File: config.mk
export PLATFORM = sky130hd
export DESIGN_NAME = multi_result_queue
export DESIGN_NICKNAME = d
export VERILOG_FILES = /design/src/rtl/multi_result_queue_pkg.sv /design/src/rtl/multi_result_queue_channel_fifo.sv /design/src/rtl/multi_result_queue.sv
export SDC_FILE = /design/constraint.sdc
export NUM_CORES = 2
export LEC_CHECK = 0
export ABC_CLOCK_PERIOD_IN_PS = 10380
export CORE_MARGIN = 1.5
export CORE_UTILIZATION = 48
export CTS_CLUSTER_DIAMETER = 200
export CTS_CLUSTER_SIZE = 25
export DETAILED_ROUTE_END_ITERATION = 16
export MAX_ROUTING_LAYER = met4
export PLACE_DENSITY = 0.63
export RECOVER_POWER = 25
export SLEW_MARGIN = 20
export SYNTH_ARGS = -nofsm -noshare
export SYNTH_HDL_FRONTEND = slang
export SYNTH_SLANG_ARGS = --single-unit
export TNS_END_PERCENT = 20
File: constraint.sdc
create_clock -name clk -period 10.38 [get_ports clk]
set_input_delay 1.557 -clock clk [delete_from_list [all_inputs] [get_ports clk]]
set_output_delay 1.557 -clock clk [all_outputs]
set_load 0.03 [all_outputs]
File: src/rtl/multi_result_queue_pkg.sv
// Shared constants, derived-width helpers, typedefs and the round-robin search
// used by the multi-channel result queue.
package pkg_multi_result_queue;

    localparam int DEF_WIDTH     = 32;
    localparam int DEF_DEPTH     = 16;
    localparam int DEF_NCH       = 4;
    localparam int DEF_AF_THRESH = DEF_DEPTH - 2;

    // Upper bound on channels the arbiter search can handle.
    localparam int MAX_NCH = 64;
    localparam int IDXW    = 6;

    function automatic int calc_cw(input int n);
        return (n <= 1) ? 1 : $clog2(n);
    endfunction

    function automatic int calc_pw(input int d);
        return $clog2(d);
    endfunction

    function automatic int calc_cntw(input int d);
        return $clog2(d) + 1;
    endfunction

    localparam int CW   = calc_cw(DEF_NCH);
    localparam int PW   = calc_pw(DEF_DEPTH);
    localparam int CNTW = calc_cntw(DEF_DEPTH);

    typedef logic [DEF_WIDTH-1:0] t_data;
    typedef logic [CW-1:0]        t_chan;
    typedef logic [CNTW-1:0]      t_cnt;

    typedef struct packed {
        logic            found;
        logic [IDXW-1:0] idx;
    } t_grant;

    // First set bit of req at or above ptr, wrapping at n.
    function automatic t_grant rr_search(input logic [MAX_NCH-1:0] req,
                                         input int unsigned        ptr,
                                         input int unsigned        n);
        t_grant      g;
        int unsigned idx;
        g = '0;
        for (int unsigned k = 0; k < MAX_NCH; k++) begin
            if (k < n) begin
                idx = ptr + k;
                if (idx >= n) idx = idx - n;
                if (!g.found && req[idx[IDXW-1:0]]) begin
                    g.found = 1'b1;
                    g.idx   = idx[IDXW-1:0];
                end
            end
        end
        return g;
    endfunction

endpackage

File: src/rtl/multi_result_queue_channel_fifo.sv
// Single producer channel FIFO: wrap-bit pointers, occupancy, almost-full and
// sticky overflow status.
module rq_channel_fifo
    import pkg_multi_result_queue::*;
#(
    parameter int  WIDTH     = DEF_WIDTH,
    parameter int  DEPTH     = DEF_DEPTH,
    parameter int  AF_THRESH = DEF_AF_THRESH,
    localparam int PW        = calc_pw(DEPTH),
    localparam int CNTW      = PW + 1
) (
    input  logic             clk,
    input  logic             reset,
    input  logic             wr_en,
    input  logic [WIDTH-1:0] wr_data,
    input  logic             pop,
    input  logic             ovf_clr,
    output logic [WIDTH-1:0] head,
    output logic             empty,
    output logic             full,
    output logic             almost_full,
    output logic [CNTW-1:0]  count,
    output logic             overflow
);

    logic [PW:0]      wr_ptr_q, wr_ptr_d;
    logic [PW:0]      rd_ptr_q, rd_ptr_d;
    logic             overflow_q, overflow_d;
    logic             accept;
    logic             drop;
    logic [WIDTH-1:0] mem_q [DEPTH];

    assign empty       = (wr_ptr_q == rd_ptr_q);
    assign full        = (wr_ptr_q[PW-1:0] == rd_ptr_q[PW-1:0]) && (wr_ptr_q[PW] != rd_ptr_q[PW]);
    assign count       = wr_ptr_q - rd_ptr_q;
    assign almost_full = (count >= CNTW'(AF_THRESH));
    assign overflow    = overflow_q;
    assign head        = mem_q[rd_ptr_q[PW-1:0]];

    // A pop in the same cycle frees the slot, so a full channel can still accept.
    always_comb begin
        accept     = wr_en && (!full || pop);
        drop       = wr_en && !accept;
        wr_ptr_d   = wr_ptr_q + (PW+1)'(accept);
        rd_ptr_d   = rd_ptr_q + (PW+1)'(pop);
        overflow_d = (overflow_q && !ovf_clr) || drop;
    end

    // NOTE: state flops use non-blocking assignments so every flop samples pre-edge values.
    always_ff @(posedge clk) begin
        if (reset) begin
            wr_ptr_q   <= '0;
            rd_ptr_q   <= '0;
            overflow_q <= 1'b0;
        end else begin
            wr_ptr_q   <= wr_ptr_d;
            rd_ptr_q   <= rd_ptr_d;
            overflow_q <= overflow_d;
        end
    end

    // NOTE: storage is not reset; emptiness comes from the pointers, so stale data is never read.
    always_ff @(posedge clk) begin
        if (accept) mem_q[wr_ptr_q[PW-1:0]] <= wr_data;
    end

endmodule

File: src/rtl/multi_result_queue.sv
// NCH channel FIFOs merged onto one valid/ready port by a round-robin arbiter,
// with each output word tagged by its source channel.
module multi_result_queue
    import pkg_multi_result_queue::*;
#(
    parameter int  WIDTH     = DEF_WIDTH,
    parameter int  DEPTH     = DEF_DEPTH,
    parameter int  NCH       = DEF_NCH,
    parameter int  AF_THRESH = DEPTH - 2,
    localparam int CW        = calc_cw(NCH),
    localparam int CNTW      = calc_cntw(DEPTH)
) (
    input  logic                  clk,
    input  logic                  reset,
    input  logic [NCH-1:0]        wr_en,
    input  logic [NCH*WIDTH-1:0]  wr_data,
    output logic [NCH-1:0]        full,
    output logic [NCH-1:0]        almost_full,
    output logic [NCH*CNTW-1:0]   count,
    output logic [NCH-1:0]        overflow,
    input  logic [NCH-1:0]        ovf_clr,
    output logic                  rd_valid,
    input  logic                  rd_ready,
    output logic [WIDTH-1:0]      rd_data,
    output logic [CW-1:0]         rd_chan
);

    logic [NCH-1:0]     empty;
    logic [NCH-1:0]     pop;
    logic [WIDTH-1:0]   head [NCH];
    logic [MAX_NCH-1:0] req_ext;
    t_grant             grant;
    logic [CW-1:0]      grant_chan;
    logic               load;

    logic               rd_valid_q, rd_valid_d;
    logic [WIDTH-1:0]   rd_data_q, rd_data_d;
    logic [CW-1:0]      rd_chan_q, rd_chan_d;
    logic [CW-1:0]      rr_ptr_q, rr_ptr_d;

    for (genvar c = 0; c < NCH; c++) begin : g_ch
        rq_channel_fifo #(
            .WIDTH     (WIDTH),
            .DEPTH     (DEPTH),
            .AF_THRESH (AF_THRESH)
        ) u_fifo (
            .clk         (clk),
            .reset       (reset),
            .wr_en       (wr_en[c]),
            .wr_data     (wr_data[c*WIDTH +: WIDTH]),
            .pop         (pop[c]),
            .ovf_clr     (ovf_clr[c]),
            .head        (head[c]),
            .empty       (empty[c]),
            .full        (full[c]),
            .almost_full (almost_full[c]),
            .count       (count[c*CNTW +: CNTW]),
            .overflow    (overflow[c])
        );
    end

    // NOTE: every signal gets a default first so no path through this block infers a latch.
    always_comb begin
        req_ext          = '0;
        req_ext[NCH-1:0] = ~empty;
        load             = !rd_valid_q || rd_ready;
        grant            = rr_search(req_ext, 32'(rr_ptr_q), NCH);
        grant_chan       = CW'(grant.idx);

        pop        = '0;
        rd_valid_d = rd_valid_q;
        rd_data_d  = rd_data_q;
        rd_chan_d  = rd_chan_q;
        rr_ptr_d   = rr_ptr_q;

        if (load) begin
            rd_valid_d = grant.found;
            if (grant.found) begin
                pop[grant_chan] = 1'b1;
                rd_data_d       = head[grant_chan];
                rd_chan_d       = grant_chan;
                rr_ptr_d        = (grant_chan == CW'(NCH - 1)) ? '0 : grant_chan + 1'b1;
            end
        end
    end

    always_ff @(posedge clk) begin
        if (reset) begin
            rd_valid_q <= 1'b0;
            rd_data_q  <= '0;
            rd_chan_q  <= '0;
            rr_ptr_q   <= '0;
        end else begin
            rd_valid_q <= rd_valid_d;
            rd_data_q  <= rd_data_d;
            rd_chan_q  <= rd_chan_d;
            rr_ptr_q   <= rr_ptr_d;
        end
    end

    assign rd_valid = rd_valid_q;
    assign rd_data  = rd_data_q;
    assign rd_chan  = rd_chan_q;

endmodule
==> metrics.log <==
INFO  metric ys.flop_type = sky130_fd_sc_hd__edfxtp_1
INFO  metric top_family_by_delay_on_critical_path = simple AND/OR/NAND/NOR gates
INFO  metric post_drt_via_cell_ratio = 6.05
INFO  metric number_of_nets_still_failing_antenna_checks_after_routing = 0
INFO  metric crit_path_cell_trace = inv_1 -> ha_1 -> and4_1 -> and2_1 -> a21oi_1 -> o21ai_0 -> nand2_1 -> o22ai_4 -> inv_1 -> buf_4 -> ha_1 -> inv_1 -> o21ai_2 -> nand2_2 -> nor3_2 -> buf_4
INFO  metric path_buf_inv = 5
INFO  metric avgSynthCellArea = 22.5 um2
INFO  metric reg2reg_to = g_ch[3].u_fifo.mem_q[12][25]$_DFFE_PP_
INFO  metric flow.area_growth_from_synthesis = 9.48%
INFO  metric coreArea = 0.170 mm2
INFO  metric upper_clock_frequency_limit = 167 MHz
INFO  metric status = finished clean
INFO  metric gr-usage-all-layers = 22.3%
INFO  metric netlist_top_cells_area = sky130_fd_sc_hd__edfxtp_1, sky130_fd_sc_hd__mux4_2, sky130_fd_sc_hd__dfxtp_1
INFO  metric yosysMostFrequentCell = sky130_fd_sc_hd__edfxtp_1
INFO  metric total_wirelength_of_the_detailed_routed_design = 186,000 um
INFO  metric numPortBuffers = 205
INFO  metric clock_latency = 0.74 ns
INFO  metric worst_setup_path_end_kind = flip-flop
INFO  metric fin_worst_skew = 0.0340 ns
INFO  metric post_cts_buffers = 0
INFO  metric longest_individual_stage_delay_on_the_worst_path = 0.97 ns
INFO  metric period_needed = 5.99 ns
INFO  metric worst_ep_arrival_time = 6.39 ns
INFO  metric maxSlewHeadroom = 26.3%
INFO  metric power_per_cell_area = 208 mW/mm2
INFO  metric num_vias = 37,100
INFO  metric antenna_found_initial = 32
INFO  metric crit_path_start_kind = flip-flop
INFO  metric setup-violations-final = 0
INFO  metric clockRootBuffer = sky130_fd_sc_hd__clkbuf_16
INFO  metric timing_worst_setup_path_type = flip-flop to flip-flop
INFO  metric leakage = 27.1 nW
INFO  metric first_global_vias = 37,700
INFO  metric postSynth.asyncResetShare = 0%
INFO  metric hold_viol_final = 0
INFO  metric cpMaxStageDelayCell = sky130_fd_sc_hd__dfxtp_4
INFO  metric timing.rr.start = g_ch[2].u_fifo.rd_ptr_q[1]$_SDFF_PP0_
INFO  metric ctsLongestPathBuffers = 3
INFO  metric rows = 151
INFO  metric remaining_drc_errors = 0
INFO  metric cp_data_required_time = 10.77 ns
INFO  metric global_route_wire_length_before_repair = 271,000 um
INFO  metric yosysWarningCount = 0
INFO  metric reg2reg_setup_slack = 4.39 ns
INFO  metric clk_pin_slew = 0.10 ns
INFO  metric die-area = 0.174 mm2
INFO  metric timing.hold.worst_path_depth = 2
INFO  metric final_layout_size_suffix_gt1_share = 22.6%
INFO  metric max_slew.worst_pin.slew = 1.11 ns
INFO  metric seq_area_frac_synth = 76.8%
INFO  metric post_synth_most_frequent_cells = sky130_fd_sc_hd__edfxtp_1, sky130_fd_sc_hd__mux4_2, sky130_fd_sc_hd__nand2_1, sky130_fd_sc_hd__a22oi_1, sky130_fd_sc_hd__clkbuf_1
INFO  metric drt-wirelength-per-cell = 30.4 um
INFO  metric cts_inserted_buffers = 95
INFO  metric post_cts.resized_instances = 0
INFO  metric synth-edff-count = 2,048
INFO  metric design.portCount = 206
INFO  metric levels_on_crit_path = 16
INFO  metric die_h = 417 um
INFO  metric grt_max_degree = 131
INFO  metric cts_hold_repair.buffers = 0
INFO  metric drt_first_pass_iters = 7
INFO  metric synthesis.nets = 3,834
INFO  metric die_width = 417 um
INFO  metric synth.distinct_cells = 63
INFO  metric report.final.slew_viol_count = 0
INFO  metric final-instance-count-excl-fill = 6,141
INFO  metric overflow = 0
INFO  metric timing.hold.worst.class = flip-flop to flip-flop
INFO  metric synthDominantCellAreaShare = 74.8%
INFO  metric grt_setup_unrepaired = false
INFO  metric cells_on_worst_reg2reg_path = 16
INFO  metric synthesis.area = 0.0822 mm2
INFO  metric crit_path_max_fanout = 58
INFO  metric hp-start = g_ch[0].u_fifo.overflow$_SDFF_PP0_
INFO  metric gp_congestion = 0.896
INFO  metric min_delay_worst_endpoint = g_ch[0].u_fifo.overflow$_SDFF_PP0_
INFO  metric numClockSinks = 2,129
INFO  metric nNetsFinal = 4,027
INFO  metric htreeDepth = 3
INFO  metric vdd.ir_drop.worst = 0.203 mV
INFO  metric drt-initial-drc-count = 4,095
INFO  metric numPlacedInstances = 5,968
INFO  metric register_bit_count_reported_by_yosys = 2,129
INFO  metric initial_core_util = 48.4%
INFO  metric cap_violations = 0
INFO  metric fin_tns_setup = 0 ns
INFO  metric yosys.area.top_type = sky130_fd_sc_hd__edfxtp_1
INFO  metric hpwlAfterDp = 116,000 um
INFO  metric postSynthCellCount = 3,655
INFO  metric worst_path_most_repeated_cell = sky130_fd_sc_hd__inv_1
INFO  metric cts_tree = built
INFO  metric fin_crit_sh = 57.8%
[layer usage]
layer | vias to the layer above | share of wire, % | GRT usage (%)
met5 | - | 0 | -
met4 | 0 | 4.0 | 8.33
met3 | 255 | 4.3 | 2.11
met2 | 1008 | 50 | 35.5
met1 | 20100 | 42 | 30.3
li1 | 15800 | - | -
[logic make-up (layout without fill, tap and decap cells)]
logic type	Yosys count	count (layout)	share of synthesized area [%]
and+or+nand+nor	350	350	2.18
buffers and inverters	236	492	1.22
xor gates and xnor gates	41	41	0.487
other	0	12	0
DFF	2129	2129	76.8
AOI/OAI and AO/OA	217	217	2.12
adders and majority gates	40	40	0.645
muxes	642	642	16.6
[layout by cell type (no fill, tap or decap), types with 5 or more instances in the layout]
master                            instances
sky130_fd_sc_hd__inv_1                   31
sky130_fd_sc_hd__nor2b_1                 28
sky130_fd_sc_hd__nand2_1                142
sky130_fd_sc_hd__dfxtp_1                 71
sky130_fd_sc_hd__nor3_2                  16
sky130_fd_sc_hd__clkbuf_1                58
sky130_fd_sc_hd__a32o_1                  32
sky130_fd_sc_hd__clkdlybuf4s50_1        132
sky130_fd_sc_hd__nor2_1                  44
sky130_fd_sc_hd__mux4_2                 577
sky130_fd_sc_hd__diode_2                 12
sky130_fd_sc_hd__and4b_2                 25
sky130_fd_sc_hd__nor2_4                   9
sky130_fd_sc_hd__buf_4                   89
sky130_fd_sc_hd__nand2b_1                 5
sky130_fd_sc_hd__edfxtp_1              2048
sky130_fd_sc_hd__xnor2_1                 21
sky130_fd_sc_hd__xor2_1                  16
sky130_fd_sc_hd__nand3_1                 27
sky130_fd_sc_hd__nor4_2                   7
sky130_fd_sc_hd__a31o_2                   5
sky130_fd_sc_hd__clkbuf_16               98
sky130_fd_sc_hd__ha_1                    36
sky130_fd_sc_hd__a22oi_1                129
sky130_fd_sc_hd__nand4_1                  7
sky130_fd_sc_hd__mux2i_1                 65
sky130_fd_sc_hd__a21o_1                  10
sky130_fd_sc_hd__dfxtp_4                  8
sky130_fd_sc_hd__nor3_1                   6
sky130_fd_sc_hd__a21oi_1                 14
sky130_fd_sc_hd__nor4b_2                  8
sky130_fd_sc_hd__dlygate4sd3_1           72
[registers in the layout, summed over array words and instances, names as in the netlist]
| register | flops |
|---|---|
| rd_valid | 1 |
| g_ch.u_fifo.wr_ptr_q | 20 |
| rr_ptr_q | 2 |
| rd_chan | 2 |
| g_ch.u_fifo.overflow | 4 |
| rd_data | 32 |
| g_ch.u_fifo.rd_ptr_q | 20 |
| g_ch.u_fifo.mem_q | 2048 |
[worst max path at each step]
stage	end	start	slack (ns)
detailed placement	g_ch[3].u_fifo.mem_q[12][26]$_DFFE_PP_	g_ch[2].u_fifo.rd_ptr_q[1]$_SDFF_PP0_	4.39
CTS	g_ch[3].u_fifo.mem_q[12][20]$_DFFE_PP_	g_ch[2].u_fifo.rd_ptr_q[1]$_SDFF_PP0_	4.38
global placement	g_ch[3].u_fifo.mem_q[12][17]$_DFFE_PP_	g_ch[2].u_fifo.rd_ptr_q[1]$_SDFF_PP0_	4.52
global route	g_ch[3].u_fifo.mem_q[12][22]$_DFFE_PP_	g_ch[2].u_fifo.rd_ptr_q[1]$_SDFF_PP0_	3.97
finish	g_ch[3].u_fifo.mem_q[12][25]$_DFFE_PP_	g_ch[2].u_fifo.rd_ptr_q[1]$_SDFF_PP0_	4.39
floorplan	g_ch[3].u_fifo.mem_q[10][0]$_DFFE_PP_	g_ch[2].u_fifo.rd_ptr_q[1]$_SDFF_PP0_	3.10
[worst reg2reg max path: stages (launching register included)]
cell	delay, ns
sky130_fd_sc_hd__dfxtp_4	0.97
sky130_fd_sc_hd__inv_1	0.21
sky130_fd_sc_hd__ha_1	0.38
sky130_fd_sc_hd__and4_1	0.26
sky130_fd_sc_hd__and2_1	0.19
sky130_fd_sc_hd__a21oi_1	0.31
sky130_fd_sc_hd__o21ai_0	0.29
sky130_fd_sc_hd__nand2_1	0.20
sky130_fd_sc_hd__o22ai_4	0.29
sky130_fd_sc_hd__inv_1	0.13
sky130_fd_sc_hd__buf_4	0.33
sky130_fd_sc_hd__ha_1	0.22
sky130_fd_sc_hd__inv_1	0.07
sky130_fd_sc_hd__o21ai_2	0.19
sky130_fd_sc_hd__nand2_2	0.34
sky130_fd_sc_hd__nor3_2	0.76
sky130_fd_sc_hd__buf_4	0.48
[where the power goes]
part | total (mW) | switching [mW] | leakage, nW | internal [mW]
registers | 9.81 | 0.226 | 19.2 | 9.58
logic | 4.59 | 2.60 | 6.61 | 2.00
clock network | 4.31 | 2.52 | 1.30 | 1.79
total | 18.7 | 5.34 | 27.1 | 13.4
[stage by stage]
stage / hold WS [ns] / setup slack (ns) / util [%] / total power, mW / cell area [um2]
2_1_floorplan: 0.446 / 3.10 / - / 13.0 / 82200
3_3_place_gp: 0.449 / 4.52 / 51.4 / 14.6 / 87200
3_5_place_dp: 0.453 / 4.39 / 51.4 / 14.6 / 87200
4_1_cts: 0.470 / 4.38 / 53.0 / 18.9 / 90000
5_1_grt: 0.498 / 3.97 / 53.0 / 19.4 / 90000
6_report: 0.474 / 4.39 / 53.0 / 18.7 / 90000
[area by class of cell]
| cell class | instances | area, um2 |
|---|---|---|
| inverters | 35 | 131 |
| multi-input cells | 1290 | 18400 |
| fillers | 12800 | 79800 |
| well taps | 2218 | 2780 |
| clock buffers | 156 | 2670 |
| clock inverters | 4 | 63.8 |
| repair buffers | 297 | 2780 |
| flip-flops and latches | 2129 | 63200 |
| diodes | 12 | 30.0 |
Note: power is estimated with default switching activity, not from simulation.
